## config.mk

```make
export PLATFORM = sky130hd
export DESIGN_NAME = obstacle_scroller
export DESIGN_NICKNAME = d
export VERILOG_FILES = /design/src/rtl/car_game_pkg.sv /design/src/rtl/obstacle_scroller_lfsr8.sv /design/src/rtl/obstacle_scroller.sv
export SDC_FILE = /design/constraint.sdc
export NUM_CORES = 1
export LEC_CHECK = 0
export CAP_MARGIN = 20
export CORE_ASPECT_RATIO = 0.75
export CORE_MARGIN = 2
export CORE_UTILIZATION = 44
export DETAILED_ROUTE_END_ITERATION = 16
export PLACE_DENSITY = 0.75
export SLEW_MARGIN = 40
export SYNTH_ARGS = -nofsm -noshare
export SYNTH_HDL_FRONTEND = slang
export SYNTH_SLANG_ARGS = --single-unit
```

## constraint.sdc

```tcl
create_clock -name Clock -period 2 [get_ports Clock]
set_clock_uncertainty 0.2 [all_clocks]
set_input_delay 0.2 -clock Clock [delete_from_list [all_inputs] [get_ports Clock]]
set_output_delay 0.2 -clock Clock [all_outputs]
set_load 0.005 [all_outputs]
```

## src/rtl/car_game_pkg.sv

```systemverilog
// ============================================================================
// car_game_pkg
// Shared encodings for the car game: state codes, lane masks, LFSR taps and
// the obstacle spawn-pattern helper.
// Revision: 1.0 - initial release
// ============================================================================
`default_nettype none
`timescale 1ns/1ps

package car_game_pkg;

    localparam logic [1:0] ST_IDLE  = 2'd0;
    localparam logic [1:0] ST_RUN   = 2'd1;
    localparam logic [1:0] ST_CRASH = 2'd2;

    localparam logic [2:0] LANE_L = 3'b100;
    localparam logic [2:0] LANE_C = 3'b010;
    localparam logic [2:0] LANE_R = 3'b001;

    localparam logic [7:0] LFSR_TAPS = 8'hB8;

    typedef enum logic [1:0] {
        S_IDLE  = ST_IDLE,
        S_RUN   = ST_RUN,
        S_CRASH = ST_CRASH
    } game_state_t;

    // A spawned row must always leave at least one lane open.
    function automatic logic [2:0] spawn_pattern(input logic [7:0] lfsr);
        logic [2:0] w_pat;
        w_pat = 3'b000;
        if (lfsr[7]) begin
            w_pat = lfsr[2:0];
            if (w_pat == (LANE_L | LANE_C | LANE_R))
                w_pat = LANE_L | LANE_C;
        end
        return w_pat;
    endfunction

endpackage

`default_nettype wire

```

## src/rtl/obstacle_scroller_lfsr8.sv

```systemverilog
// ============================================================================
// lfsr8
// Free-running 8-bit Fibonacci LFSR, x^8+x^6+x^5+x^4+1, shifting left.
// Revision: 1.0 - initial release
// ============================================================================
`default_nettype none
`timescale 1ns/1ps

module lfsr8
    import car_game_pkg::*;
#(
    parameter logic [7:0] SEED = 8'hA5
) (
    input  logic       Clock,
    input  logic       Resetn,
    output logic [7:0] state
);

    logic [7:0] r_state;
    logic       w_feedback;

    assign w_feedback = ^(r_state & LFSR_TAPS);

    always_ff @(posedge Clock) begin
        if (!Resetn)
            r_state <= SEED;
        else
            r_state <= {r_state[6:0], w_feedback};
    end

    assign state = r_state;

endmodule

`default_nettype wire

```

## src/rtl/obstacle_scroller.sv

```systemverilog
// ============================================================================
// obstacle_scroller
// Scrolling 3-lane obstacle grid with collision detection, scoring and the
// IDLE/RUN/CRASH game state machine. Optional macro:
// OBSTACLE_SCROLLER_SPAWN_GAP_EN forces an empty row after every non-empty one.
// Revision: 1.0 - initial release
// ============================================================================
`default_nettype none
`timescale 1ns/1ps

module obstacle_scroller
    import car_game_pkg::*;
#(
    parameter int         ROWS    = 8,
    parameter logic [7:0] SEED    = 8'hA5,
    parameter int         SCORE_W = 10
) (
    input  logic                 Clock,
    input  logic                 Resetn,
    input  logic                 start,
    input  logic                 tick,
    input  logic [2:0]           car_lane,
    output logic [3*ROWS-1:0]    grid,
    output logic [SCORE_W-1:0]   score,
    output logic                 running,
    output logic                 crashed,
    output logic                 scrolled
);

    localparam int           c_GRID_W    = 3 * ROWS;
    localparam logic [SCORE_W-1:0] c_SCORE_MAX = {SCORE_W{1'b1}};
    localparam logic [SCORE_W-1:0] c_SCORE_ONE = {{(SCORE_W-1){1'b0}}, 1'b1};

    game_state_t           r_state;
    logic [c_GRID_W-1:0]   r_grid;
    logic [SCORE_W-1:0]    r_score;
    logic                  r_running;
    logic                  r_crashed;
    logic                  r_scrolled;

    logic [7:0]            w_lfsr;
    logic [2:0]            w_bottom;
    logic                  w_collide;
    logic [2:0]            w_spawn;

    lfsr8 #(
        .SEED   (SEED)
    ) u_lfsr (
        .Clock  (Clock),
        .Resetn (Resetn),
        .state  (w_lfsr)
    );

    assign w_bottom  = r_grid[c_GRID_W-1 -: 3];
    assign w_collide = |(w_bottom & car_lane);

`ifdef OBSTACLE_SCROLLER_SPAWN_GAP_EN
    logic r_gap;

    assign w_spawn = r_gap ? 3'b000 : spawn_pattern(w_lfsr);

    always_ff @(posedge Clock) begin
        if (!Resetn)
            r_gap <= 1'b0;
        else if (r_state == S_CRASH && start)
            r_gap <= 1'b0;
        else if (r_state == S_RUN && !w_collide && tick)
            r_gap <= (w_spawn != 3'b000);
    end
`else
    assign w_spawn = spawn_pattern(w_lfsr);
`endif

    always_ff @(posedge Clock) begin
        if (!Resetn) begin
            r_state    <= S_IDLE;
            r_grid     <= '0;
            r_score    <= '0;
            r_running  <= 1'b0;
            r_crashed  <= 1'b0;
            r_scrolled <= 1'b0;
        end else begin
            r_scrolled <= 1'b0;
            case (r_state)
                S_IDLE: begin
                    r_grid <= '0;
                    if (start) begin
                        r_state   <= S_RUN;
                        r_running <= 1'b1;
                    end
                end
                S_RUN: begin
                    // A collision freezes the grid even if a tick arrives together with it.
                    if (w_collide) begin
                        r_state   <= S_CRASH;
                        r_running <= 1'b0;
                        r_crashed <= 1'b1;
                    end else if (tick) begin
                        r_grid     <= {r_grid[c_GRID_W-4:0], w_spawn};
                        r_scrolled <= 1'b1;
                        if (w_bottom != 3'b000 && r_score != c_SCORE_MAX)
                            r_score <= r_score + c_SCORE_ONE;
                    end
                end
                S_CRASH: begin
                    if (start) begin
                        r_state   <= S_RUN;
                        r_grid    <= '0;
                        r_score   <= '0;
                        r_running <= 1'b1;
                        r_crashed <= 1'b0;
                    end
                end
                default: begin
                    r_state   <= S_IDLE;
                    r_grid    <= '0;
                    r_score   <= '0;
                    r_running <= 1'b0;
                    r_crashed <= 1'b0;
                end
            endcase
        end
    end

    assign grid     = r_grid;
    assign score    = r_score;
    assign running  = r_running;
    assign crashed  = r_crashed;
    assign scrolled = r_scrolled;

endmodule

`default_nettype wire

```

==> summary.md <==
| Metric | Value |
|---|---|
| Leading cell types by total area after synthesis | `dfxtp_1 (51%), a2bb2oi_1 (10%), nand2_1 (6.3%)` |
| Lkg Pwr | `0.00100 µW` |
| Area of the core | `about 4000 µm²` |
| Initial core utilization | `0.456` |
| Final setup violation count | `0` |
| Period utilization | `0.964` |
| TritonRoute pass-1 iters | `4` |
| Grt met2 use | `0.261` |
| DRC errors left | `0` |
| Top post-synthesis cells by count | `dfxtp_1 (47), nand2_1 (31), a2bb2oi_1 (22)` |
| Top-count cell post-synth | `dfxtp_1` |
| Rows | `20` |
| RSZ-0062 raised after global routing | `no` |
| Total GRT Usage | `0.183` |
| Worst hold slack | `256 ps` |
| Total congestion overflow | `0` |
| Top cell type's share of synthesized area | `0.512` |
| FFs w/ async S/R, synth | `0` |
| Internal | `1550 µW` |
| Worst Path Max Fanout | `7` |
| Max clock buf depth | `2` |
| Area growth, synth to finish | `40.3%` |
| Worst Tran Pin Value | `approximately 480 ps` |
| Final Cell Area | `about 2600 µm²` |
| GRT Max-Usage Layer | `met1` |
| Input/output buffers | `43` |
| Net count, final | `266` |
| Comb power frac | `0.131` |
| Die ar. | `between 4000 and 5000 µm²` |
| Total CTS buffers | `5` |
| Die Wd | `about 79 µm` |
| Sw power | `451 µW` |
| Worst skew pair latency | `300 ps` |
| YS warnings | `0` |
| Max transition margin | `0.679` |
| DP Area | `2430 µm²` |
| Hold WC Path Type | `reg2reg` |
| Met3 usage | `0.0423` |
| WP data arrival | `about 2000 ps` |
| Initial antenna violation count | `0` |
| Critical Path RT | `2020 ps` |
| # Post-CTS Setup Buffers | `0` |
| Worst-path clk slew | `80 ps` |
| Outcome | `complete, no violations` |
| Clock Power Share | `0.358` |
| DRT iter0 DRCs | `203` |
| Number of synthesized flops with an enable pin | `0` |
| Routed len/inst | `13.4 µm` |
| Antenna Diode Count | `0` |
| Vias/cell | `5.46` |
| Largest family of logic cells by synthesized area | `compound AO/OA/AOI/OAI gates` |
| HPWL after DPL | `2910 µm` |
| Tot Pwr | `2000 µW` |
| Critical Path Source Type | `flop` |
| Register area share after synthesis | `0.512` |
| Mapped Cells | `200` |
| M1 GR Usage | `0.268` |
| Share of layout cells above drive strength 1 | `0.120` |
| Top_reg_cell synth | `dfxtp_1` |
| VDD IR-drop max | `461 µV` |
| Finished Layout Cells | `between 300 and 400` |
| Synth area leader | `dfxtp_1` |
| Final max-slew violation count | `0` |
| FF+latch count, synth | `47` |
| Yosys cell types | `33` |
| PwrDens | `775 nW/µm²` |
| F_max | `519 MHz` |
| Final wirelength | `4210 µm` |
| First-pass GRT wire length | `approximately 6700 µm` |
| Final core occ | `0.640` |
| Final Wtd Congestion | `0.779` |
| Reg power frac | `0.511` |
| CTS tree | `done` |
| Min Tclk post-route | `just under 2000 ps` |
| Post-synthesis mux area share | `0.00545` |
| Largest net degree at the start of global routing | `23` |
| Mean Syn Cell Area | `just over 9 µm²` |
| Clk root buf | `clkbuf_8` |
| Worst setup EP type | `flop` |
| Remaining antenna violation count | `0` |
| H-Tree Depth | `2` |
| I/O pin cnt | `44` |
| Critical path class | `reg2reg` |
| Syn Std Cell Area | `1840 µm²` |
| Synth Area in Compound Gates | `0.220` |
| Synth Area in XOR/XNOR | `0.0143` |
| Post-synthesis net count | `roughly 210` |
| Post-Synth Adder-Cell Area | `0.00681` |
| Sw frac | `0.226` |
| Total number of vias | `1716` |
| Fin. Hold Viols | `0` |
| Clk sinks | `47` |
| Synth Area in Simple Gates | `0.213` |
| Vias in the first global route | `between 1000 and 1500` |
| Placed cell count | `roughly 310` |
| Max-cap violations | `0` |
| Height of the chip | `60.0 µm` |
layout make-up:
| cell class | count | area (µm²) |
|---|---|---|
| well taps | 55 | 68.8 |
| repair buffers | 61 | 566 |
| multi-input cells | 141 | 875 |
| clock buffers | 6 | 82.6 |
| flip-flops and latches | 47 | 943 |
| clock inverters | 2 | 35.0 |
| inverters | 2 | 7.51 |
| fillers | 341 | 1450 |
cells in the final DEF (no fill, tap or decap), types with 2 or more instances in the layout:
master and instances:
xor2_1 2, o21ai_1 2, dfxtp_2 2, nand2b_1 8
clkbuf_8 6, nand3_1 5, a2bb2oi_1 22, dfxtp_1 45
nand4_1 3, and3_1 5, buf_4 18, or3_1 3
and2_1 5, clkdlybuf4s50_1 43, inv_1 2, nor2b_1 2
o21ai_0 6, a21oi_1 7, nor2_1 9, o211ai_1 3
a31oi_1 13, nand2_1 31
repair_timing:
action / in CTS / in global routing
resized for setup: 2 / 5
pin swaps: 0 / 1
hold buffers: 0 / 0
endpoints found under the setup margin: 2 / 10
hold endpoints to repair: 0 / 0
layer usage:
| layer | vias up | routed length [µm] |
|---|---|---|
| met3 | 8 | 232 |
| met1 | 810 | 2040 |
| met2 | 54 | 1880 |
| li1 | 844 | - |
| met4 | 0 | 55 |
| met5 | - | 0 |
critical path, cell delays in order, from the launching register on:
cell	delay [ps]
dfxtp_1	380
ha_4	180
nand3_4	110
or4_1	460
or3_1	320
a31oi_1	200
through the flow:
stage | setup TNS [ps] | setup WS [ps]
after floorplan | -434 | -56.7
after global placement | -392 | -109
after detailed placement | -678 | -114
after CTS | 0 | 17.5
after global routing | 0 | 2.94
final | 0 | 71.4
state kept, by name (all words and copies together) (netlist names):
signal	count
crashed	1
grid	24
r_state	2
running	1
score	10
scrolled	1
u_lfsr.state	8
power groups by stage:
stage | Clock (µW) | Combinational, µW | Sequential, µW
6_report | 714 | 262 | 1020
5_1_grt | 777 | 286 | 1030
4_1_cts | 728 | 263 | 1020
3_5_place_dp | 0 | 261 | 1040
2_1_floorplan | 0 | 128 | 1040
3_3_place_gp | 0 | 256 | 1040
kinds of logic (layout without fill, tap and decap cells):
logic type,after synthesis,count (layout)
adder cells (fa/ha/maj),1,1
AO/OA/AOI/OAI,57,57
multiplexers,1,1
buffers and inverters,12,71
flip-flops,47,47
XOR/XNOR,3,3
AND/OR/NAND/NOR,79,79
path summary, 6_finish.rpt:
| kind | startpoint | to | slack, ps | cells past startpoint |
|---|---|---|---|---|
| setup / recovery | score[1] | score[6] | 70 | 5 |
| hold / removal | u_lfsr.state[6] | u_lfsr.state[7] | 260 | 1 |
| setup reg to reg | score[1] | score[6] | 70 | 5 |
| hold reg to reg | u_lfsr.state[6] | u_lfsr.state[7] | 260 | 1 |
(Power assumes the default switching activity.)
